[config.mk]
export PLATFORM = sky130hd
export DESIGN_NAME = wb_write_queue_flat
export DESIGN_NICKNAME = d
export VERILOG_FILES = /design/src/rtl/wbq_pkg.sv /design/src/rtl/wb_write_queue_if.sv /design/src/rtl/wbq_match.sv /design/src/rtl/wb_write_queue.sv /design/src/flat_wrapper.sv
export SDC_FILE = /design/constraint.sdc
export NUM_CORES = 1
export LEC_CHECK = 0
export CAP_MARGIN = 40
export CORE_MARGIN = 8
export CORE_UTILIZATION = 35
export DETAILED_ROUTE_END_ITERATION = 8
export HOLD_SLACK_MARGIN = 0.06
export PLACE_DENSITY_LB_ADDON = 0.08
export RECOVER_POWER = 50
export SLEW_MARGIN = 20
export SYNTH_ARGS = -nofsm -noshare
export SYNTH_HDL_FRONTEND = slang
export SYNTH_HIERARCHICAL = 1
export SYNTH_SLANG_ARGS = --single-unit
[constraint.sdc]
create_clock -name clk -period 7 [get_ports clk]
set_clock_uncertainty 0.1 [all_clocks]
set_input_delay 2.1 -clock clk [delete_from_list [all_inputs] [get_ports clk]]
set_output_delay 2.1 -clock clk [all_outputs]
set_load 0.02 [all_outputs]
[src/rtl/wbq_pkg.sv]
// Shared types and widths for the register-file write-back queue.
// Holds the entry record used by the queue storage and the source-match scan.
package wbq_pkg;

  localparam int REG_ADDR_W = 5;
  localparam int XLEN       = 32;

  typedef struct packed {
    logic [REG_ADDR_W-1:0] rd;
    logic [XLEN-1:0]       data;
  } wbq_entry_t;

endpackage

[src/rtl/wb_write_queue_if.sv]
// Write-request channels (load unit and ALU) into the write-back queue.
// The master drives valid/rd/data; the queue (slave) answers with ready.
interface wb_write_queue_if;
  import wbq_pkg::*;

  logic                  ld_valid;
  logic                  ld_ready;
  logic [REG_ADDR_W-1:0] ld_rd;
  logic [XLEN-1:0]       ld_data;

  logic                  alu_valid;
  logic                  alu_ready;
  logic [REG_ADDR_W-1:0] alu_rd;
  logic [XLEN-1:0]       alu_data;

  modport master (
    output ld_valid, ld_rd, ld_data, alu_valid, alu_rd, alu_data,
    input  ld_ready, alu_ready
  );

  modport slave (
    input  ld_valid, ld_rd, ld_data, alu_valid, alu_rd, alu_data,
    output ld_ready, alu_ready
  );

endinterface

[src/rtl/wbq_match.sv]
// Compares one decode-stage source index against every occupied queue entry.
// With WBQ_FWD_EN defined it also returns the data of the youngest matching entry.
module wbq_match
  import wbq_pkg::*;
#(
  parameter int DEPTH = 4
) (
  input  logic [REG_ADDR_W-1:0]  rs,
  input  logic [REG_ADDR_W-1:0]  rd_arr [DEPTH],
  input  logic [DEPTH-1:0]       occupied,
`ifdef WBQ_FWD_EN
  input  logic [XLEN-1:0]        data_arr [DEPTH],
  input  logic [$clog2(DEPTH)-1:0] head,
  output logic [XLEN-1:0]        fwd_data,
`endif
  output logic                   busy
);

`ifdef WBQ_FWD_EN
  localparam int PTR_W = $clog2(DEPTH);

  // Walk oldest to youngest so the last hit left standing is the youngest writer.
  always_comb begin
    logic [PTR_W-1:0] idx;
    // NOTE: every always_comb output gets a default first so no path can infer a latch.
    busy     = 1'b0;
    fwd_data = '0;
    for (int i = 0; i < DEPTH; i++) begin
      idx = head + PTR_W'(i);
      if (occupied[idx] && (rd_arr[idx] == rs)) begin
        busy     = 1'b1;
        fwd_data = data_arr[idx];
      end
    end
    if (rs == '0) busy = 1'b0;
  end
`else
  always_comb begin
    busy = 1'b0;
    for (int i = 0; i < DEPTH; i++) begin
      if (occupied[i] && (rd_arr[i] == rs)) busy = 1'b1;
    end
    if (rs == '0) busy = 1'b0;
  end
`endif

endmodule

[src/rtl/wb_write_queue.sv]
// Circular write-back queue merging load and ALU results into one register-file port.
// Define WBQ_FWD_EN to add fwd_data1/fwd_data2 (youngest queued data per source).
module wb_write_queue
  import wbq_pkg::*;
#(
  parameter int DEPTH = 4
) (
  input  logic                  clk,
  input  logic                  rst,
  wb_write_queue_if.slave       req,
  output logic                  rf_we,
  output logic [REG_ADDR_W-1:0] rf_waddr,
  output logic [XLEN-1:0]       rf_wdata,
  input  logic [REG_ADDR_W-1:0] rs1,
  input  logic [REG_ADDR_W-1:0] rs2,
  output logic                  busy_rs1,
  output logic                  busy_rs2,
`ifdef WBQ_FWD_EN
  output logic [XLEN-1:0]       fwd_data1,
  output logic [XLEN-1:0]       fwd_data2,
`endif
  output logic [$clog2(DEPTH):0] count
);

  localparam int PTR_W = $clog2(DEPTH);
  localparam int CNT_W = PTR_W + 1;

  wbq_entry_t            mem [DEPTH];
  logic [DEPTH-1:0]      occupied;
  logic [PTR_W-1:0]      head;
  logic [PTR_W-1:0]      tail;
  logic [PTR_W-1:0]      alu_slot;
  logic                  ld_enq;
  logic                  alu_enq;
  logic                  deq;
  logic [CNT_W-1:0]      enq_n;
  logic [REG_ADDR_W-1:0] rd_arr [DEPTH];

  // Readiness looks only at the registered count; a retiring head is not credited.
  assign req.ld_ready  = int'(count) < DEPTH;
  assign req.alu_ready = req.ld_valid ? (int'(count) + 2 <= DEPTH)
                                      : (int'(count) + 1 <= DEPTH);

  // rd = 0 requests complete the handshake but never occupy a slot.
  assign ld_enq   = req.ld_valid  && req.ld_ready  && (req.ld_rd  != '0);
  assign alu_enq  = req.alu_valid && req.alu_ready && (req.alu_rd != '0);
  assign enq_n    = CNT_W'(ld_enq) + CNT_W'(alu_enq);
  assign alu_slot = tail + PTR_W'(ld_enq);
  assign deq      = (count != '0);

  assign rf_we    = deq;
  assign rf_waddr = mem[head].rd;
  assign rf_wdata = mem[head].data;

  always_ff @(posedge clk or posedge rst) begin
    if (rst) begin
      head     <= '0;
      tail     <= '0;
      count    <= '0;
      occupied <= '0;
    end else begin
      // NOTE: non-blocking updates let the clear below be overridden by a later set in the same edge.
      if (deq) begin
        occupied[head] <= 1'b0;
        head           <= head + 1'b1;
      end
      if (ld_enq)  occupied[tail]     <= 1'b1;
      if (alu_enq) occupied[alu_slot] <= 1'b1;
      tail  <= tail + PTR_W'(enq_n);
      count <= count + enq_n - CNT_W'(deq);
    end
  end

  // NOTE: entry storage has no reset; occupied/count already mark every slot empty.
  always_ff @(posedge clk) begin
    if (ld_enq)  mem[tail]     <= '{rd: req.ld_rd,  data: req.ld_data};
    if (alu_enq) mem[alu_slot] <= '{rd: req.alu_rd, data: req.alu_data};
  end

  always_comb begin
    for (int i = 0; i < DEPTH; i++) rd_arr[i] = mem[i].rd;
  end

`ifdef WBQ_FWD_EN
  logic [XLEN-1:0] data_arr [DEPTH];

  always_comb begin
    for (int i = 0; i < DEPTH; i++) data_arr[i] = mem[i].data;
  end

  wbq_match #(.DEPTH(DEPTH)) u_match_rs1 (
    .rs       (rs1),
    .rd_arr   (rd_arr),
    .occupied (occupied),
    .data_arr (data_arr),
    .head     (head),
    .fwd_data (fwd_data1),
    .busy     (busy_rs1)
  );

  wbq_match #(.DEPTH(DEPTH)) u_match_rs2 (
    .rs       (rs2),
    .rd_arr   (rd_arr),
    .occupied (occupied),
    .data_arr (data_arr),
    .head     (head),
    .fwd_data (fwd_data2),
    .busy     (busy_rs2)
  );
`else
  wbq_match #(.DEPTH(DEPTH)) u_match_rs1 (
    .rs       (rs1),
    .rd_arr   (rd_arr),
    .occupied (occupied),
    .busy     (busy_rs1)
  );

  wbq_match #(.DEPTH(DEPTH)) u_match_rs2 (
    .rs       (rs2),
    .rd_arr   (rd_arr),
    .occupied (occupied),
    .busy     (busy_rs2)
  );
`endif

endmodule

[src/flat_wrapper.sv]
// flat-port wrapper written by rule: the top's interface ports become plain ports
module wb_write_queue_flat import wbq_pkg::*;
#(
  parameter int DEPTH = 4
)
  (clk, rst, rf_we, rf_waddr, rf_wdata, rs1, rs2, busy_rs1, busy_rs2, count, req_ld_valid, req_ld_rd, req_ld_data, req_alu_valid, req_alu_rd, req_alu_data, req_ld_ready, req_alu_ready);
  wb_write_queue_if req_i ();
  input  logic clk;
  input  logic rst;
  output logic rf_we;
  output logic [REG_ADDR_W-1:0] rf_waddr;
  output logic [XLEN-1:0] rf_wdata;
  input  logic [REG_ADDR_W-1:0] rs1;
  input  logic [REG_ADDR_W-1:0] rs2;
  output logic busy_rs1;
  output logic busy_rs2;
  output logic [$clog2(DEPTH):0] count;
  input wire logic [$bits(req_i.ld_valid)-1:0] req_ld_valid;
  input wire logic [$bits(req_i.ld_rd)-1:0] req_ld_rd;
  input wire logic [$bits(req_i.ld_data)-1:0] req_ld_data;
  input wire logic [$bits(req_i.alu_valid)-1:0] req_alu_valid;
  input wire logic [$bits(req_i.alu_rd)-1:0] req_alu_rd;
  input wire logic [$bits(req_i.alu_data)-1:0] req_alu_data;
  output wire logic [$bits(req_i.ld_ready)-1:0] req_ld_ready;
  output wire logic [$bits(req_i.alu_ready)-1:0] req_alu_ready;
  assign req_i.ld_valid = req_ld_valid;
  assign req_i.ld_rd = req_ld_rd;
  assign req_i.ld_data = req_ld_data;
  assign req_i.alu_valid = req_alu_valid;
  assign req_i.alu_rd = req_alu_rd;
  assign req_i.alu_data = req_alu_data;
  assign req_ld_ready = req_i.ld_ready;
  assign req_alu_ready = req_i.alu_ready;
  wb_write_queue #(.DEPTH(DEPTH)) u_core (.clk(clk), .rst(rst), .req(req_i), .rf_we(rf_we), .rf_waddr(rf_waddr), .rf_wdata(rf_wdata), .rs1(rs1), .rs2(rs2), .busy_rs1(busy_rs1), .busy_rs2(busy_rs2), .count(count));
endmodule
==> impl_metrics.ini <==
[run_status]
status = finished, violations left
violations = capacitance limit, slew limit

[synthesis]
synth.top_cell.area_share = 0.518
synth_area_per_cell_um2 = 17.1
synth.distinct_cells = 38
synth-edff-count = 148
yosysMostFrequentCell = edfxtp_1
synth-compound-area-share = 0.00963
synth_top_area_cell = edfxtp_1
synth_mux_area_frac = 0.308
synth.net_count = 602
ys.flop_type = edfxtp_1
synth_adder_area_share = 0.0169
synth-xor-area-share = 0.0480
ys_seq_area_frac = 0.550
ys_seq_elements = 159
async_flop_share = 0.0692
synth_area_um2 = 8580
synth_top_cells_by_area = edfxtp_1 52%, mux2_2 14%, mux4_2 9.7%
synth_cells = 503
synth_common_cells = 148 x edfxtp_1, 110 x mux2_2, 38 x mux2_4
synth-simple-area-share = 0.0295
yosysWarningCount = 6
synth_top_family_by_area = multiplexers

[clock_network]
cts_resized = 0
cts_sinks = 159
insertion_delay_ns = 0.42
clk_pin_slew_ns = 0.07
numCtsBuffers = 17
hold_buffers = 0
postCtsSetupBuffers = 0
tritoncts = done
htreeDepth = 4
clockBufferDepth = 2
cts_root_buffer = clkbuf_16

[critical_path]
crit_buf_inv = 2
cp_max_fo = 5
cp_common_cell = clkdlybuf4s50_1
path_class = in2out
cp_slowest_cell = clkdlybuf4s50_1
critPathCaptureType = primary output
cp_cell_sequence = clkdlybuf4s50_1, xor2_1, nor4_1, nand3_1, nand4_1, o21a_1, clkdlybuf4s50_1
cpPeakStageDelay_ns = 0.60
crit_family = buffers and inverters
crit_required_ns = 4.80
startpoint_type = input port
cp_data_arrival_time_ns = 4.13
r2r_setup_slack_ns = 3.12

[power_and_ir_drop]
p_sw_mw = 1.51
power.total_mw = 4.34
leakage_nw = 3.64
p_seq_frac = 0.358
power_density_nw_per_um2 = 405
vdd_drop_max_mv = 0.138
swShare = 0.347
intPower_mw = 2.83
combPwrFrac = 0.431
p_clk_frac = 0.211

[timing]
maxSlewHeadroom = -0.599
period_needed_ns = 6.33
rsz0062_at_grt = no
fmax_mhz = 158
holdWs_ns = 0.441
setup_viol = 0
tightest_slew_ns = 2.40
worst_slack_ns = 0.672
slew_violations = 133
post-route-period-util = 0.904
hold_viol = 0
fin_setup_tns_ns = 0

[final_layout]
utilization = 0.443
nets = 734
finalInstanceArea_um2 = 10700
drive_above_1_share = 0.349
final_cells = 972
fill_cells = 2150
antennaDiodeCount = 0
area.growth.synth_to_final_pct = 25.0

[global_routing]
antenna_found_initial = 0
gr-total-overflow = 0
grt_pass1_wl_um = 33500
grt_max_degree = 39
grt_pass1_vias = 5549
grt_usage = 0.147

[drt]
via_count = 4797
drc = 0
dr.pass1.iters = 4
drtIter0Drc = 228
totalWireLength_um = 21600
drt-vias-per-instance = 4.94
wl_per_cell_um = 22.2
drtAntennaViolNets = 0

[floorplanning]
dieArea_um2 = 29800
die_y_um = 173
pin_count = 133
die_w_um = 173
core_um2 = 24200
num_rows = 57
floorplan.initialDensity = 0.355

[placed_design]
place_congestion = 0.826
place_ws_ns = 0.685
dpl_cell_area_um2 = 10200
port_buffers = 132
placedCellCount = 940
place_hpwl_um = 14500

[hold_path]
worstHoldPathType = reg2reg

[flow_run]
maxCapViolCount = 6
==> worst register-to-register path, cell delays in order (launching register included) <==
cell	delay [ns]
dfrtp_1	0.42
inv_1	0.09
o311a_1	0.33
ha_1	0.27
xor2_1	0.19
and3_1	1.38
buf_4	0.46
mux2_2	0.38
==> worst paths after layout <==
path                                           start                           end  cells after the start
setup reg to reg           u_core/count[2]$_DFF_PP0_   u_core/mem[3][14]$_DFFE_PP_                      7
max in group asynchronous                        rst  u_core/occupied[3]$_DFF_PP0_                      2
hold / removal             u_core/count[2]$_DFF_PP0_     u_core/count[2]$_DFF_PP0_                      1
hold reg to reg            u_core/count[2]$_DFF_PP0_     u_core/count[2]$_DFF_PP0_                      1
setup / recovery                              rs2[2]                      busy_rs2                      7
min in group asynchronous                        rst     u_core/count[2]$_DFF_PP0_                      2
==> layer usage <==
metal  vias up  routed length, um  GRT usage
met5         -                  0          0
met4         0                240     0.0391
met3        14               1020     0.0379
met2       113              11200      0.262
met1      2439               9110      0.171
li1       2231                  -          -
==> kinds of logic (layout without fill, tap and decap cells) <==
group,count (synthesis),in the layout
XOR/XNOR,47,47
buffers and inverters,46,191
multiplexers,185,185
adder cells (fa/ha/maj),11,11
AND/OR/NAND/NOR,44,44
AO/OA/AOI/OAI,11,11
flip-flops,159,159
==> state kept, by name, indices dropped and copies added (netlist names) <==
register	count
u_core/occupied	4
u_core/mem	148
u_core/head	2
u_core/count	3
u_core/tail	2
==> cell type report <==
class | instances | area [um2] | area share
Sequential cell | 159 | 4720 | 0.440
Multi-Input combinational cell | 298 | 3520 | 0.328
Timing Repair Buffer | 148 | 1450 | 0.135
Clock buffer | 18 | 429 | 0.0400
Tap cell | 324 | 405 | 0.0378
Clock inverter | 14 | 158 | 0.0147
Inverter | 11 | 41.3 | 0.00385
==> power groups by stage <==
stage / Combinational (mW) / Sequential, mW / Clock, mW
3_5_place_dp: 1.99 / 1.58 / 0
5_1_grt: 2.02 / 1.59 / 0.977
4_1_cts: 2.00 / 1.56 / 0.941
3_3_place_gp: 1.96 / 1.57 / 0
2_1_floorplan: 1.24 / 1.52 / 0
6_report: 1.87 / 1.55 / 0.914
==> placed cells by master, fill, tap and decap left out, types with 5 or more instances in the layout <==
master           Yosys  routed
nor4_1               8       8
clkinvlp_4           0       5
xnor2_1             14      14
xor2_1              33      33
edfxtp_1           148     148
clkbuf_1             8       6
buf_4                2       8
clkdlybuf4s50_1      0      91
mux2_2             110     110
ha_1                10      10
mux2_4              38      33
clkbuf_16            0      17
dfrtp_1             11      11
mux2_1               0       5
inv_1               10      10
nand2_1             10      10
nand3_1             10      10
dlygate4sd3_1        0      41
mux4_2              37      37
Note: power is estimated with default switching activity, not from simulation.
==> patch 1 (same flow settings) <==
Reset style: synchronous (`rst`), changed in one clocked block.
--- a/src/rtl/wb_write_queue.sv
+++ b/src/rtl/wb_write_queue.sv
@@ -52,7 +52,7 @@
   assign rf_waddr = mem[head].rd;
   assign rf_wdata = mem[head].data;
 
-  always_ff @(posedge clk or posedge rst) begin
+  always_ff @(posedge clk) begin
     if (rst) begin
       head     <= '0;
       tail     <= '0;
Function: differs if rst is asserted again (counterexample within 4 cycles, from zero or initial values and one cycle with rst high); with rst held inactive, the same outputs for 4 cycles.
==> patch 1 against the unedited design <==
  * The run still ends with max-capacitance violations, max-slew violations left
  * Sequential cell count up 2
  * Core utilization down 0.18 points
  * Worst setup slack worse by 0.091 ns
  * Synthesized cell count up 2.6%
  * Total power up 2.8%
  * Sequential share of layout area up 0.34 points
  * First-iteration DRC count up 34%
  * Synthesized area down 1.1%
  * Non-clock buffer count up 1
  * Clock power up 2.4%
  * Routed wire length up 3.1%
  * Design area down 1.0%
  * Critical path type unchanged
==> patch 1: results (changes against the unedited design) <==
run_status:
  status: "finished, violations left"
  violations: "max-capacitance violations, max-slew violations"
layout:
  final_nets: 746  # +1.6%
  reg.largest.list: "u_core/mem (148), u_core/occupied (4), u_core/count (3)"
  drive_gt1_share_pct: 20.8  # -14 points
  n_antenna_cell: 0  # unchanged
  fillers: 2198  # +2.2%
clock_network:
  root_buffer: "clkbuf_16"
route:
  wl_um: 22200  # +3.1%
  wl_met2_um: 11700  # +4.6%
  dr.pass1.iters: 6  # +2
  met3_length_um: 1190  # +17%
  wl_met1_um: 9010  # -1.0%
  detail_route.wl_per_cell_um: 22.6  # +1.8%
  via_count: 5003  # +4.3%
  drt_iter0_markers: 306  # +34%
global_route:
  grt_max_degree: 36  # -7.7%
  grt_pass1_vias: 5637  # +1.6%
  grt_pass1_wl_um: 33800  # +0.82%
  track_usage_pct: 15.5  # +0.88 points
sta:
  slew_headroom_pct: -14.7  # +45 points
  finalMaxSlewViolations: 49  # -63%
  holdWs_ns: 0.440  # -0.00158 ns
  fmax_mhz: 156  # -1.4%
synthesis:
  synth_edf_count: 148  # unchanged
  seq_area_frac_synth_pct: 55.4  # +0.41 points
  ys_types: 34  # -11%
  async_reset_ff_share_pct: 0  # -6.9 points
  syn_avg_cell_area_sq_um: 16.5  # -3.5%
  synth_nets: 615  # +2.2%
  ys_top_cells_by_area: "edfxtp_1 (52%), mux2_1 (12%), mux4_2 (9.8%), mux2_2 (7.2%), xor2_1 (3.5%)"
  ys_top_cells_by_count: "edfxtp_1 (148), mux2_1 (94), mux2_2 (54), mux4_2 (37), xor2_1 (34)"
placed_design:
  dp_hpwl_um: 14700  # +1.5%
  place_ws_ns: 0.608  # -0.0766 ns
  dpl_cell_area_sq_um: 10100  # -1.1%
  port_buffers: 132  # unchanged
  place_congestion: 0.828  # +0.21%
  dp.cells: 952  # +1.3%
flow_run:
  cap_violations: 2  # -4
critical_path:
  cp.arrival_ns: 4.22  # +0.09 ns
  r2r_setup_slack_ns: 3.51  # +0.39 ns
  max_stage_delay_ns: 0.60  # about the same
min_path:
  hp-class: "register to register"
pwr:
  ir_worst_vdd_mv: 0.189  # +37%
  leakagePower_nw: 3.59  # -1.5%
[patch 1: cell count changes after synthesis, sizes merged, moves of 3 or more]
cell / unedited run / this run
a31oi: 1 / 4
buf: 27 / 30
dfrtp: 11 / 0
dfxtp: 0 / 13
nor2: 0 / 7
nor2b: 0 / 3
o21ai: 3 / 0
[patch 1: layout make-up]
type | instances | area (sq um) | share of cell area, %
clock buffers | 18 | 429 | 4.04
clock inverters | 14 | 153 | 1.44
inverters | 10 | 37.5 | 0.354
multi-input cells | 308 | 3430 | 32.3
flip-flops and latches | 161 | 4710 | 44.4
well taps | 324 | 405 | 3.82
repair buffers | 149 | 1450 | 13.7
[patch 1: logic make-up (layout without fill, tap and decap cells)]
kind of cell               after synthesis  count (layout)  share of synthesized area [%]
muxes                                  185             185                           29.4
DFF                                    161             161                           55.4
and+or+nand+nor                         54              54                           3.43
xor gates and xnor gates                47              47                           4.85
buffers and inverters                   47             191                           4.13
adders and majority gates               11              11                           1.71
AOI/OAI and AO/OA                       11              11                           1.02
[patch 1: report_power, final]
| part | internal [mW] | total, mW | switching, mW | leakage, nW |
|---|---|---|---|---|
| combinational | 0.865 | 1.88 | 1.01 | 1.83 |
| sequential | 1.47 | 1.65 | 0.179 | 1.48 |
| clock | 0.532 | 0.936 | 0.404 | 0.280 |
| total | 2.87 | 4.46 | 1.59 | 3.59 |
[patch 1: final timing paths]
path | startpoint | to | cells past startpoint
max reg2reg | u_core/count[2] | u_core/mem[0][4] | 7
min reg2reg | u_core/occupied[3] | u_core/occupied[3] | 2
min | u_core/occupied[3] | u_core/occupied[3] | 2
max | rs2[3] | busy_rs2 | 7
[patch 1: layer usage]
metal  vias up  track usage, %
li1       2271               -
met1      2588            17.6
met2       125            28.2
met3        19            4.11
met4         0            4.65
met5         -               0
==> patch 2 (config.mk and constraints unchanged) <==
Without the edit above. Set the package constant `XLEN` to 64 (it was 32).
--- a/src/rtl/wbq_pkg.sv
+++ b/src/rtl/wbq_pkg.sv
@@ -3,7 +3,7 @@
 package wbq_pkg;
 
   localparam int REG_ADDR_W = 5;
-  localparam int XLEN       = 32;
+  localparam int XLEN       = 64;
 
   typedef struct packed {
     logic [REG_ADDR_W-1:0] rd;
Ports: changed (resized req_alu_data, req_ld_data and rf_wdata); port bits go from 133 to 229. The function was not compared with the original's and may differ.
==> patch 2 against the unedited design <==
  * The flow still finishes with violations (max-capacitance violations, max-slew violations)
  * Synthesized area grew 70%
  * Worst setup slack lost 0.089 ns
  * Cell count rose by 66%
  * Core utilization barely moved
  * Sequential cell count grew 128
  * Total power rose by 78%
  * Design area grew 72%
  * Routed wire length increased by 83%
==> patch 2: results (changes against the unedited design) <==
global_route:
  grt.met3_usage_pct: 4.25  # +0.46 points
  grt_pass1_vias: 9024  # +63%
  grtUsageMet1_pct: 21.3  # +4.2 points
  grt_util_met2_pct: 26.9  # +0.69 points
  grt_max_degree: 71  # +82%
run_status:
  status: "finished, violations left"
  violations: "max-capacitance violations, max-slew violations"
critical_path:
  r2r_end: "u_core/mem[2][36]"
  path_max_fanout: 28  # +23
  cp_slowest_cell: "clkbuf_1"
  reg2reg_depth: 6  # -1
  r2r_setup_slack_ns: 2.83  # -0.29 ns
route:
  drt_iter0_markers: 379  # +66%
  detail_route.wl_per_cell_um: 24.5  # +11%
  wl_met1_um: 17300  # +89%
  met3_length_um: 2490  # +140%
  wl_met2_um: 19100  # +70%
  highest-signal-layer: "met5"
layout:
  buffers: 249  # +68%
  final_nets: 1206  # +64%
  reg.largest.list: "u_core/mem (276), u_core/occupied (4), u_core/count (3)"
  seq_share_pct: 46.4  # +2.4 points
  drive_gt1_share_pct: 36.6  # +1.7 points
  clkbuf_count: 47  # +29
  comb.multi_input.count: 458  # +54%
sta:
  holdWs_ns: 0.457  # +0.0156 ns
  finalMaxSlewViolations: 314  # +140%
placed_design:
  dp_hpwl_um: 24300  # +68%
  place_ws_ns: 0.659  # -0.0263 ns
synthesis:
  ys_top_cells_by_area: "edfxtp_1 (57%), mux2_2 (19%), mux4_2 (11%), mux2_4 (3.1%), xor2_1 (2.0%)"
  ys_types: 36  # -5.3%
  seq_area_frac_synth_pct: 58.6  # +3.6 points
  synth_nets: 977  # +62%
  synth_edf_count: 276  # +86%
  ys_top_cells_by_count: "edfxtp_1 (276), mux2_2 (246), mux4_2 (69), xor2_1 (33), mux2_4 (30)"
  async_reset_ff_share_pct: 3.83  # -3.1 points
pwr:
  combinationalPower_mw: 3.23  # +73%
  ir_worst_vdd_mv: 0.209  # +51%
  p_sw_mw: 2.60  # +73%
clock_network:
  numCtsBuffers: 36  # +19
  cts_buffer_depth: 3  # +1
  cts.htree.levels: 2  # -2
flow_run:
  cap_violations: 8  # +2
==> patch 2: cell types whose count changed after synthesis, moves of 2 or more <==
| cell | unedited run | this run |
|---|---|---|
| buf_1 | 0 | 7 |
| mux4_2 | 37 | 69 |
| mux2_2 | 110 | 246 |
| mux2_4 | 38 | 30 |
| buf_6 | 11 | 9 |
| clkbuf_1 | 8 | 15 |
| buf_2 | 11 | 22 |
| buf_8 | 0 | 3 |
| edfxtp_1 | 148 | 276 |
| buf_12 | 3 | 0 |
==> patch 2: worst max-delay path by stage <==
| stage | endpoint | cells after the start | slack (ns) | from |
|---|---|---|---|---|
| 2_1_floorplan | u_core/mem[2][0] | 5 | 0.66 | req_ld_rd[3] |
| 3_3_place_gp | busy_rs2 | 7 | 0.67 | rs2[2] |
| 3_5_place_dp | busy_rs1 | 7 | 0.66 | rs1[3] |
| 4_1_cts | busy_rs1 | 7 | 0.65 | rs1[3] |
| 5_1_grt | u_core/mem[2][35] | 9 | 0.35 | req_ld_rd[3] |
| 6_report | u_core/mem[2][36] | 8 | 0.58 | req_ld_rd[3] |
==> patch 2: through the flow <==
| stage | std cells | cell area [sq um] | utilization (%) |
|---|---|---|---|
| floorplan | 814 | 14600 | - |
| global placement | 1540 | 17500 | 42.1 |
| detailed placement | 1543 | 17600 | 42.3 |
| CTS | 1607 | 18700 | 44.9 |
| global route | 1608 | 18500 | 44.4 |
| finish | 1609 | 18500 | 44.4 |
==> patch 2: cell families after synthesis <==
group,synth area share [%]
flops,58.6
mux,32.7
simple gates,1.65
xor+xnor,2.82
buf+inv,2.71
fa+ha+maj,0.993
compound gates,0.565
==> patch 2: worst register-to-register path, stage by stage (launching register included) <==
cell and delay, ns:
dfrtp_1 0.43, inv_1 0.11, o311a_1 0.30, nand2_1 0.10
o21ai_0 1.43, clkbuf_1 1.03, buf_12 0.34
